--- src/rtl/triangle_loader_if.sv ---
// triangle_loader_if: byte-stream input and triangle-RAM write port of the loader.
//   in_byte/in_valid/in_ready : upstream byte handshake (accepted on in_valid && in_ready)
//   mem_we/mem_addr/mem_wdata : one-cycle word write into the triangle RAM
//   slave modport = loader side, master modport = host/RAM side
interface triangle_loader_if #(
    parameter int ADDR_W = 13
);
    logic [7:0]        in_byte;
    logic              in_valid;
    logic              in_ready;
    logic              mem_we;
    logic [ADDR_W-1:0] mem_addr;
    logic [31:0]       mem_wdata;
    modport slave  (input in_byte, in_valid, output in_ready, mem_we, mem_addr, mem_wdata);
    modport master (output in_byte, in_valid, input in_ready, mem_we, mem_addr, mem_wdata);
endinterface

--- src/rtl/triangle_loader.sv ---
// triangle_loader: parses A5/count/payload byte packets into sequential 32-bit RAM writes.
//   clk, rst_n  : render clock, asynchronous active-low reset
//   hold        : feeder busy; stalls payload bytes only
//   bus         : byte stream in, RAM write port out (triangle_loader_if.slave)
//   tri_count   : triangle count of the last complete upload
//   load_done   : one-cycle pulse when tri_count is committed
//   err_len     : sticky oversize-header flag, cleared by the next valid header
module triangle_loader #(
    parameter int N_TRIS        = 712,
    parameter int WORDS_PER_TRI = 10,
    parameter int ADDR_W        = $clog2(N_TRIS*WORDS_PER_TRI),
    parameter int CNT_W         = $clog2(N_TRIS+1)
) (
    input  logic              clk,
    input  logic              rst_n,
    input  logic              hold,
    triangle_loader_if.slave  bus,
    output logic [CNT_W-1:0]  tri_count,
    output logic              load_done,
    output logic              err_len
);
    typedef enum logic [2:0] {IDLE, CNT_HI, CNT_LO, DATA, COMMIT} state_t;
    state_t            state;
    logic [7:0]        cnt_hi;
    logic [CNT_W-1:0]  cnt_lat;
    logic [15:0]       words_left;
    logic [ADDR_W-1:0] addr;
    logic [1:0]        bidx;
    logic [23:0]       asm_q;
    logic              acc;
    logic [15:0]       count;
    // in_ready forced low while reset is asserted; hold only matters during payload
    always_comb begin
        bus.in_ready = rst_n && (state == DATA ? !hold : state != COMMIT);
        acc          = bus.in_valid && bus.in_ready;
        count        = {cnt_hi, bus.in_byte};
    end
    always_ff @(posedge clk or negedge rst_n) begin
        if (!rst_n) begin
            state         <= IDLE;
            cnt_hi        <= '0;
            cnt_lat       <= '0;
            words_left    <= '0;
            addr          <= '0;
            bidx          <= '0;
            asm_q         <= '0;
            bus.mem_we    <= 1'b0;
            bus.mem_addr  <= '0;
            bus.mem_wdata <= '0;
            tri_count     <= '0;
            load_done     <= 1'b0;
            err_len       <= 1'b0;
        end else begin
            bus.mem_we <= 1'b0;
            load_done  <= 1'b0;
            case (state)
                IDLE:   if (acc && bus.in_byte == 8'hA5) state <= CNT_HI;
                CNT_HI: if (acc) begin
                    cnt_hi <= bus.in_byte;
                    state  <= CNT_LO;
                end
                CNT_LO: if (acc) begin
                    if (count > 16'(N_TRIS)) begin
                        err_len <= 1'b1;
                        state   <= IDLE;
                    end else begin
                        err_len    <= 1'b0;
                        cnt_lat    <= CNT_W'(count);
                        words_left <= count * 16'(WORDS_PER_TRI);
                        addr       <= '0;
                        bidx       <= '0;
                        state      <= count == 16'd0 ? COMMIT : DATA;
                    end
                end
                DATA: if (acc) begin
                    bidx  <= bidx + 2'd1;
                    asm_q <= {asm_q[15:0], bus.in_byte};
                    if (bidx == 2'd3) begin
                        bus.mem_we    <= 1'b1;
                        bus.mem_addr  <= addr;
                        bus.mem_wdata <= {asm_q, bus.in_byte};
                        addr          <= addr + ADDR_W'(1);
                        words_left    <= words_left - 16'd1;
                        if (words_left == 16'd1) state <= COMMIT;
                    end
                end
                COMMIT: begin
                    tri_count <= cnt_lat;
                    load_done <= 1'b1;
                    state     <= IDLE;
                end
                default: state <= IDLE;
            endcase
        end
    end
endmodule

--- src/flat_wrapper.sv ---
// flat-port wrapper written by rule: the top's interface ports become plain ports
module triangle_loader_flat 
#(
    parameter int N_TRIS        = 712,
    parameter int WORDS_PER_TRI = 10,
    parameter int ADDR_W        = $clog2(N_TRIS*WORDS_PER_TRI),
    parameter int CNT_W         = $clog2(N_TRIS+1)
)
  (clk, rst_n, hold, tri_count, load_done, err_len, bus_in_byte, bus_in_valid, bus_in_ready, bus_mem_we, bus_mem_addr, bus_mem_wdata);
  triangle_loader_if #(.ADDR_W(ADDR_W)) bus_i ();
  input  logic clk;
  input  logic rst_n;
  input  logic hold;
  output logic [CNT_W-1:0] tri_count;
  output logic load_done;
  output logic err_len;
  input wire logic [$bits(bus_i.in_byte)-1:0] bus_in_byte;
  input wire logic [$bits(bus_i.in_valid)-1:0] bus_in_valid;
  output wire logic [$bits(bus_i.in_ready)-1:0] bus_in_ready;
  output wire logic [$bits(bus_i.mem_we)-1:0] bus_mem_we;
  output wire logic [$bits(bus_i.mem_addr)-1:0] bus_mem_addr;
  output wire logic [$bits(bus_i.mem_wdata)-1:0] bus_mem_wdata;
  assign bus_i.in_byte = bus_in_byte;
  assign bus_i.in_valid = bus_in_valid;
  assign bus_in_ready = bus_i.in_ready;
  assign bus_mem_we = bus_i.mem_we;
  assign bus_mem_addr = bus_i.mem_addr;
  assign bus_mem_wdata = bus_i.mem_wdata;
  triangle_loader #(.N_TRIS(N_TRIS), .WORDS_PER_TRI(WORDS_PER_TRI), .ADDR_W(ADDR_W), .CNT_W(CNT_W)) u_core (.clk(clk), .rst_n(rst_n), .hold(hold), .bus(bus_i), .tri_count(tri_count), .load_done(load_done), .err_len(err_len));
endmodule
--- config.mk ---
export PLATFORM = sky130hd
export DESIGN_NAME = triangle_loader_flat
export DESIGN_NICKNAME = d
export VERILOG_FILES = /design/src/rtl/triangle_loader_if.sv /design/src/rtl/triangle_loader.sv /design/src/flat_wrapper.sv
export SDC_FILE = /design/constraint.sdc
export NUM_CORES = 1
export LEC_CHECK = 0
export ABC_CLOCK_PERIOD_IN_PS = 3060
export CELL_PAD_IN_SITES_DETAIL_PLACEMENT = 2
export CELL_PAD_IN_SITES_GLOBAL_PLACEMENT = 2
export CORE_UTILIZATION = 37
export CTS_CLUSTER_DIAMETER = 100
export DETAILED_ROUTE_END_ITERATION = 6
export GPL_TIMING_DRIVEN = 0
export PLACE_DENSITY = 0.83
export SLEW_MARGIN = 20
export SYNTH_ARGS = -nofsm -noshare
export SYNTH_HDL_FRONTEND = slang
export SYNTH_SLANG_ARGS = --single-unit
--- constraint.sdc ---
create_clock -name clk -period 3.06 [get_ports clk]
set_clock_uncertainty 0.05 [all_clocks]
set_input_delay 0.612 -clock clk [delete_from_list [all_inputs] [get_ports clk]]
set_output_delay 0.612 -clock clk [all_outputs]
set_load 0.005 [all_outputs]
==> results of run 1 <==
state kept, by name, indices dropped and copies added, names as in the netlist:
register and cells:
u_core.bus.mem_we 1, u_core.bidx 2, u_core.bus.mem_wdata 32, u_core.cnt_lat 10, u_core.cnt_hi 8, u_core.asm_q 24
u_core.tri_count 10, u_core.load_done 1, u_core.addr 13, u_core.words_left 16, u_core.bus.mem_addr 13, u_core.err_len 1
u_core.state 3
kinds of logic after synthesis:
group | after synthesis | share of synthesized area (%)
buffers and inverters | 34 | 2.70
AND/OR/NAND/NOR | 238 | 17.3
adder cells (fa/ha/maj) | 28 | 5.51
XOR/XNOR | 19 | 2.56
multiplexers | 64 | 11.5
flip-flops | 134 | 51.6
AO/OA/AOI/OAI | 94 | 8.69
report_power, final:
part,switching (mW),internal (mW)
sequential,0.468,2.19
combinational,1.27,0.997
clock,0.756,1.08
critical path: stages (launching register included):
cell and delay (ns):
dfrtp_1 0.36, buf_2 0.22, and3b_1 0.41, nand2_1 0.21, and3_1 0.24, clkdlybuf4s50_1 0.43
cells in the mapped netlist, drive strengths merged, types with 2 or more instances:
cell type	instances	area share [%]
ha	27	5.2
and3	10	0.96
nor2b	2	0.19
inv	9	0.52
dfrtp	134	52
o211ai	2	0.23
or4	3	0.40
a21o	3	0.35
nand3	10	0.77
nor2	39	2.3
a32oi	4	0.54
nand4	4	0.39
nor3	14	1.1
clkbuf	10	0.58
nand2	126	7.3
a22oi	2	0.23
mux2	63	11
or3	4	0.39
xnor2	9	1.2
o21a	4	0.48
o21ai	39	3.1
nor4	9	1.6
a211oi	2	0.23
nor3b	3	0.35
buf	14	1.5
nand3b	2	0.23
nand2b	5	0.48
and2	2	0.19
xor2	10	1.3
a31oi	3	0.29
a22o	3	0.40
a21oi	26	2.0
worst paths after layout:
kind	endpoint	depth (start not counted)	startpoint	slack [ns]
worst max register to register	u_core.words_left[15]	8	u_core.cnt_hi[1]	0.38
worst min register to register	u_core.tri_count[2]	2	u_core.tri_count[2]	0.43
max in group asynchronous	u_core.words_left[3]	2	rst_n	2.15
worst max-delay path	bus_in_ready	5	u_core.state[1]	0.12
min in group clk	u_core.tri_count[2]	2	u_core.tri_count[2]	0.43
worst min-delay path	u_core.bus.mem_wdata[18]	1	rst_n	0.04
per-layer routing:
metal / wire [µm] / track usage, %
met5: 0 / 0
met4: 329 / 7.05
met3: 535 / 4.84
met2: 11400 / 43.8
met1: 8910 / 29.5
stage by stage:
step,hold slack [ns],setup TNS [ns],power (mW)
2_1_floorplan,0.266,0,3.93
3_3_place_gp,0.408,-1133.92,4.55
3_5_place_dp,0.419,-15.64,4.79
4_1_cts,0.0434,-0.0322,6.75
5_1_grt,0.0450,0,7.11
6_report,0.0353,0,6.76
cell type report:
cell class / instances / area, µm² / area share [%]
Tap cell: 225 / 282 / 3.50
Timing Repair Buffer: 75 / 738 / 9.18
Sequential cell: 134 / 3350 / 41.7
Multi-Input combinational cell: 443 / 2970 / 37.0
Inverter: 10 / 37.5 / 0.467
Buffer: 23 / 134 / 1.67
Clock buffer: 21 / 470 / 5.85
Clock inverter: 8 / 52.6 / 0.654
repair_timing:
action	CTS	global route
gates resized for setup	7	16
setup endpoints to repair	13	28
pin swaps	0	1
setup buffers	0	4
endpoints found under the hold margin	0	0
==> results by group, run 1 <==
Power
  • Pwr Density: 841 nW/µm²
  • Leak: 3.82 nW
  • Worst IR Drop VDD: 0.455 mV

Placed design
  • Hpwl dp: 14100 µm
  • PortBufs: 70
  • Pre-CTS setup slack: -0.697 ns
  • DP Area: 7510 µm²
  • Placed Instances: 907
  • Gpl congestion: 0.822

Yosys
  • Synthesized instance count: 611
  • Sequential cell area fraction in the yosys report: 51.6%
  • Yosys warns: 0
  • Most common flop cell mapped by yosys: dfrtp_1
  • Register bit total from synthesis: 134
  • Mapped cell area: 6490 µm²
  • Netlist cell types: 59
  • Syn_nets: 651
  • Synthesized area per cell: 10.6 µm²
  • Post-synth EDFFs: 0
  • FFs w/ async S/R, synth: 100%

Layout
  • Share of post-route cells with drive strength above 1: 18.3%
  • Final std cells w/o fill: 939
  • Final instance area: 8040 µm²
  • Most frequent cells in the layout: dfrtp_1, nand2_1, clkdlybuf4s50_1
  • Most common cell after layout, fill and taps aside: dfrtp_1
  • Post-Route Utilization: 46.6%
  • Area delta synth->final: 23.8%
  • Fillers: 1793
  • Nets: 744
  • Diode count: 0

STA
  • Post-route minimum period: 2.94 ns
  • Fmax: 340 MHz
  • Final hold vios: 0
  • Slew Viols, Final: 0
  • Worst-Margin Slew: 1.03 ns
  • Final worst slack: 0.115 ns
  • Final setup violation count: 0
  • Unrepaired setup endpoints after global routing: false
  • Period utilization: 96.2%
  • Slew HR: 30.4%

Detailed routing
  • DRT Wirelength: 21200 µm
  • Routed WL per cell: 22.5 µm
  • Pre-Repair DR Iteration Count: 4
  • Via density: 5.48
  • DR DRC count: 0
  • Vias: 5144
  • ANT nets after route: 0
  • Drt initial violations: 212

GRT
  • Antenna violations before repair: 0
  • First-pass GRT wire length: 33400 µm
  • Overflow after GRT: 0
  • Largest net degree at the start of global routing: 96
  • Total GRT Usage: 24.4%
  • Vias in the first global route: 5886

Floorplan
  • Starting Density: 37.7%
  • Core Area: 17200 µm²
  • Number of top-level pins: 71
  • Core Rows: 48
  • Die area: 18100 µm²
  • Die span in x: 134 µm
  • Die Span Y: 134 µm

Clock network
  • Clock Pin Slew Worst Setup and Hold Paths: 0.06 ns
  • H-tree depth: 4
  • Clk_lat worst skew: 0.42 ns
  • TritonCTS clock tree: done
  • CTS sink count: 134
  • Hold_buf cts: 0
  • Root buffer cell: clkbuf_16
  • Max Buffers Root-to-Sink: 2
  • Total CTS buffers: 17

Critical path
  • Worst Setup End Kind: output pin
  • Worst EP required: 2.40 ns
  • Crit Path Class: reg2out
  • Crit start category: flop
  • Worst EP arrival: 2.28 ns
  • Crit Path Max Fanout: 9

Job
  • Max Cap Violations: 0

Min path
  • Hold Crit Class: in2async

Status
  • Status: finished, final reports clean
Note: power is estimated with default switching activity, not from simulation.
==> run 2, diff against run 1 <==
- CORE_MARGIN: not set -> 4
- SLEW_MARGIN: 20 -> not set
==> results by group, run 2 (synthesis gave the netlist of run 1 again) <==
Power
  • Pwr Density: 869 nW/µm² (+3.3%)
  • Tot Pwr: 7.07 mW (+4.6%)
  • Leak: 3.87 nW (+1.3%)
  • Worst IR Drop VDD: 0.518 mV (+14%)

GRT
  • Largest net degree at the start of global routing: 87 (-9.4%)
  • Antenna violations before repair: 0 (unchanged)
  • Vias in the first global route: 5965 (+1.3%)
  • First-pass GRT wire length: 33900 µm (+1.7%)
  • Total GRT Usage: 22.2% (-2.2 points)
  • Overflow after GRT: 0 (unchanged)

Job
  • Max Cap Violations: 0 (unchanged)

Clock network
  • Root buffer cell: clkbuf_16
  • H-tree depth: 4 (unchanged)
  • Clock Pin Slew Worst Setup and Hold Paths: 0.06 ns (about the same)
  • Hold_buf cts: 0 (unchanged)
  • CTS sink count: 134 (unchanged)
  • TritonCTS clock tree: done
  • Max Buffers Root-to-Sink: 2 (unchanged)
  • Clk_lat worst skew: 0.44 ns (+0.02 ns)
  • Total CTS buffers: 17 (unchanged)

STA
  • Period utilization: 96.1% (about the same)
  • Final hold vios: 0 (unchanged)
  • Fmax: 340 MHz (+0.10%)
  • Final worst slack: 0.118 ns (+0.00294 ns)
  • Final setup violation count: 0 (unchanged)
  • Slew Viols, Final: 0 (unchanged)
  • Post-route minimum period: 2.94 ns (-0.00294 ns)
  • Worst-Margin Slew: 1.07 ns (+0.0348 ns)
  • Slew HR: 28.1% (-2.3 points)

Floorplan
  • Die Span Y: 140 µm (+4.5%)
  • Die area: 19700 µm² (+9.1%)
  • Die span in x: 140 µm (+4.5%)
  • Number of top-level pins: 71 (unchanged)
  • Core Area: 17200 µm² (unchanged)
  • Core Rows: 48 (unchanged)
  • Starting Density: 37.7% (unchanged)

Critical path
  • Crit start category: flop
  • Launch point of the worst reg-to-reg path: u_core.words_left[1]
  • Worst r2r path cells: 8 (unchanged)
  • Worst EP arrival: 2.28 ns (about the same)
  • Worst EP required: 2.40 ns (about the same)
  • Crit Path Max Fanout: 9 (unchanged)
  • Crit Path Class: reg2out
  • Crit-path slowest cell: and3b_1
  • FF-to-FF End: u_core.words_left[14]
  • Critical path, cell by cell: buf_2 > and3b_1 > nand2_1 > and3_1 > clkdlybuf4s50_1
  • Worst Setup End Kind: output pin
  • Worst reg2reg setup slack: 0.36 ns (-0.02 ns)
  • CP peak stage delay: 0.45 ns (+0.02 ns)

Placed design
  • PortBufs: 70 (unchanged)
  • Gpl congestion: 0.814 (-0.91%)
  • Pre-CTS setup slack: -0.686 ns (+0.0107 ns)
  • Hpwl dp: 14000 µm (-1.3%)
  • DP Area: 7500 µm² (about the same)
  • Placed Instances: 907 (unchanged)

Detailed routing
  • ANT nets after route: 0 (unchanged)
  • Vias: 5207 (+1.2%)
  • Pre-Repair DR Iteration Count: 5 (+1)
  • Drt initial violations: 240 (+13%)
  • DRT Wirelength: 22000 µm (+4.0%)
  • Via density: 5.53 (+0.90%)
  • Routed WL per cell: 23.4 µm (+3.7%)
  • DR DRC count: 0 (unchanged)

Layout
  • Nets: 745 (+0.13%)
  • Final std cells w/o fill: 942 (+0.32%)
  • Most common cell after layout, fill and taps aside: dfrtp_1
  • Most flops, register: u_core.bus.mem_wdata
  • Post-Route Utilization: 47.2% (+0.59 points)
  • Share of post-route cells with drive strength above 1: 17.7% (-0.63 points)
  • Most frequent cells in the layout: dfrtp_1, nand2_1, clkdlybuf4s50_1
  • Largest registers: u_core.bus.mem_wdata x32, u_core.asm_q x24, u_core.words_left x16
  • Max reg flops: 32 (unchanged)
  • Diode count: 0 (unchanged)
  • Final instance area: 8140 µm² (+1.3%)
  • Area delta synth->final: 25.4%

Min path
  • Hold Crit Class: in2async

Status
  • Status: finished, final reports clean
-- run 2: cell count changes in the layout (fill, tap and decap cells not counted), sizes merged --
cell,change
buf,+1
bufinv,+3
clkbuf,-4
clkdlybuf4s15,+1
clkinv,-2
clkinvlp,-1
dlygate4sd2,+5
-- run 2: worst max-delay path by stage --
stage,slack [ns],depth (start not counted),startpoint,end
after global routing,-0.17,9,rst_n,u_core.words_left[14]
after CTS,0.02,10,rst_n,u_core.bus.mem_wdata[22]
after floorplan,0.54,10,bus_in_byte[1],u_core.words_left[14]
after global placement,-5.19,9,rst_n,u_core.bus.mem_wdata[29]
final,0.12,5,u_core.state[2],bus_in_ready
after detailed placement,-0.69,11,bus_in_byte[2],u_core.words_left[14]
-- run 2: final cells by class --
cell class,count,area (µm²)
fill,1758,9090
tap,225,282
inverter,10,37.5
clock inverter,8,121
multi-input combinational,443,2970
timing repair buffer,76,767
clock buffer,23,478
sequential,134,3350
buffer,23,135
-- run 2: what timing repair did --
item / in CTS / in global routing
buffers inserted: 0 / 5
endpoints found under the setup margin: 9 / 60
pin swaps: 0 / 1
gates resized for setup: 9 / 4
-- run 2: where the power goes --
group          total (mW)  internal (mW)  leakage (nW)  switching (mW)
Sequential           2.66           2.19          1.80           0.463
Clock                2.14           1.34         0.293           0.802
Combinational        2.28           1.00          1.78            1.28
-- run 2: critical path: cells and delay by family (launching register included) --
family                 cells  cell delay, ns
DFF                        1            0.37
and+or+nand+nor            3            0.86
buffers and inverters      2            0.62
-- run 2: per-layer routing --
layer	vias up	GRT usage (%)	routed length, µm	part of all wire (%)
met5	-	0	0	0
met3	39	4.81	796	3.6
met4	0	6.83	527	2.4
met2	122	39.8	11500	52
li1	2327	-	-	-
met1	2719	26.5	9170	42
-- run 2: per-stage QoR --
stage | TNS (ns) | hold WS (ns)
2_1_floorplan | 0 | 0.266
3_3_place_gp | -1135.43 | 0.405
3_5_place_dp | -21.48 | 0.413
4_1_cts | 0 | 0.0876
5_1_grt | -0.202 | 0.102
6_report | 0 | 0.0770
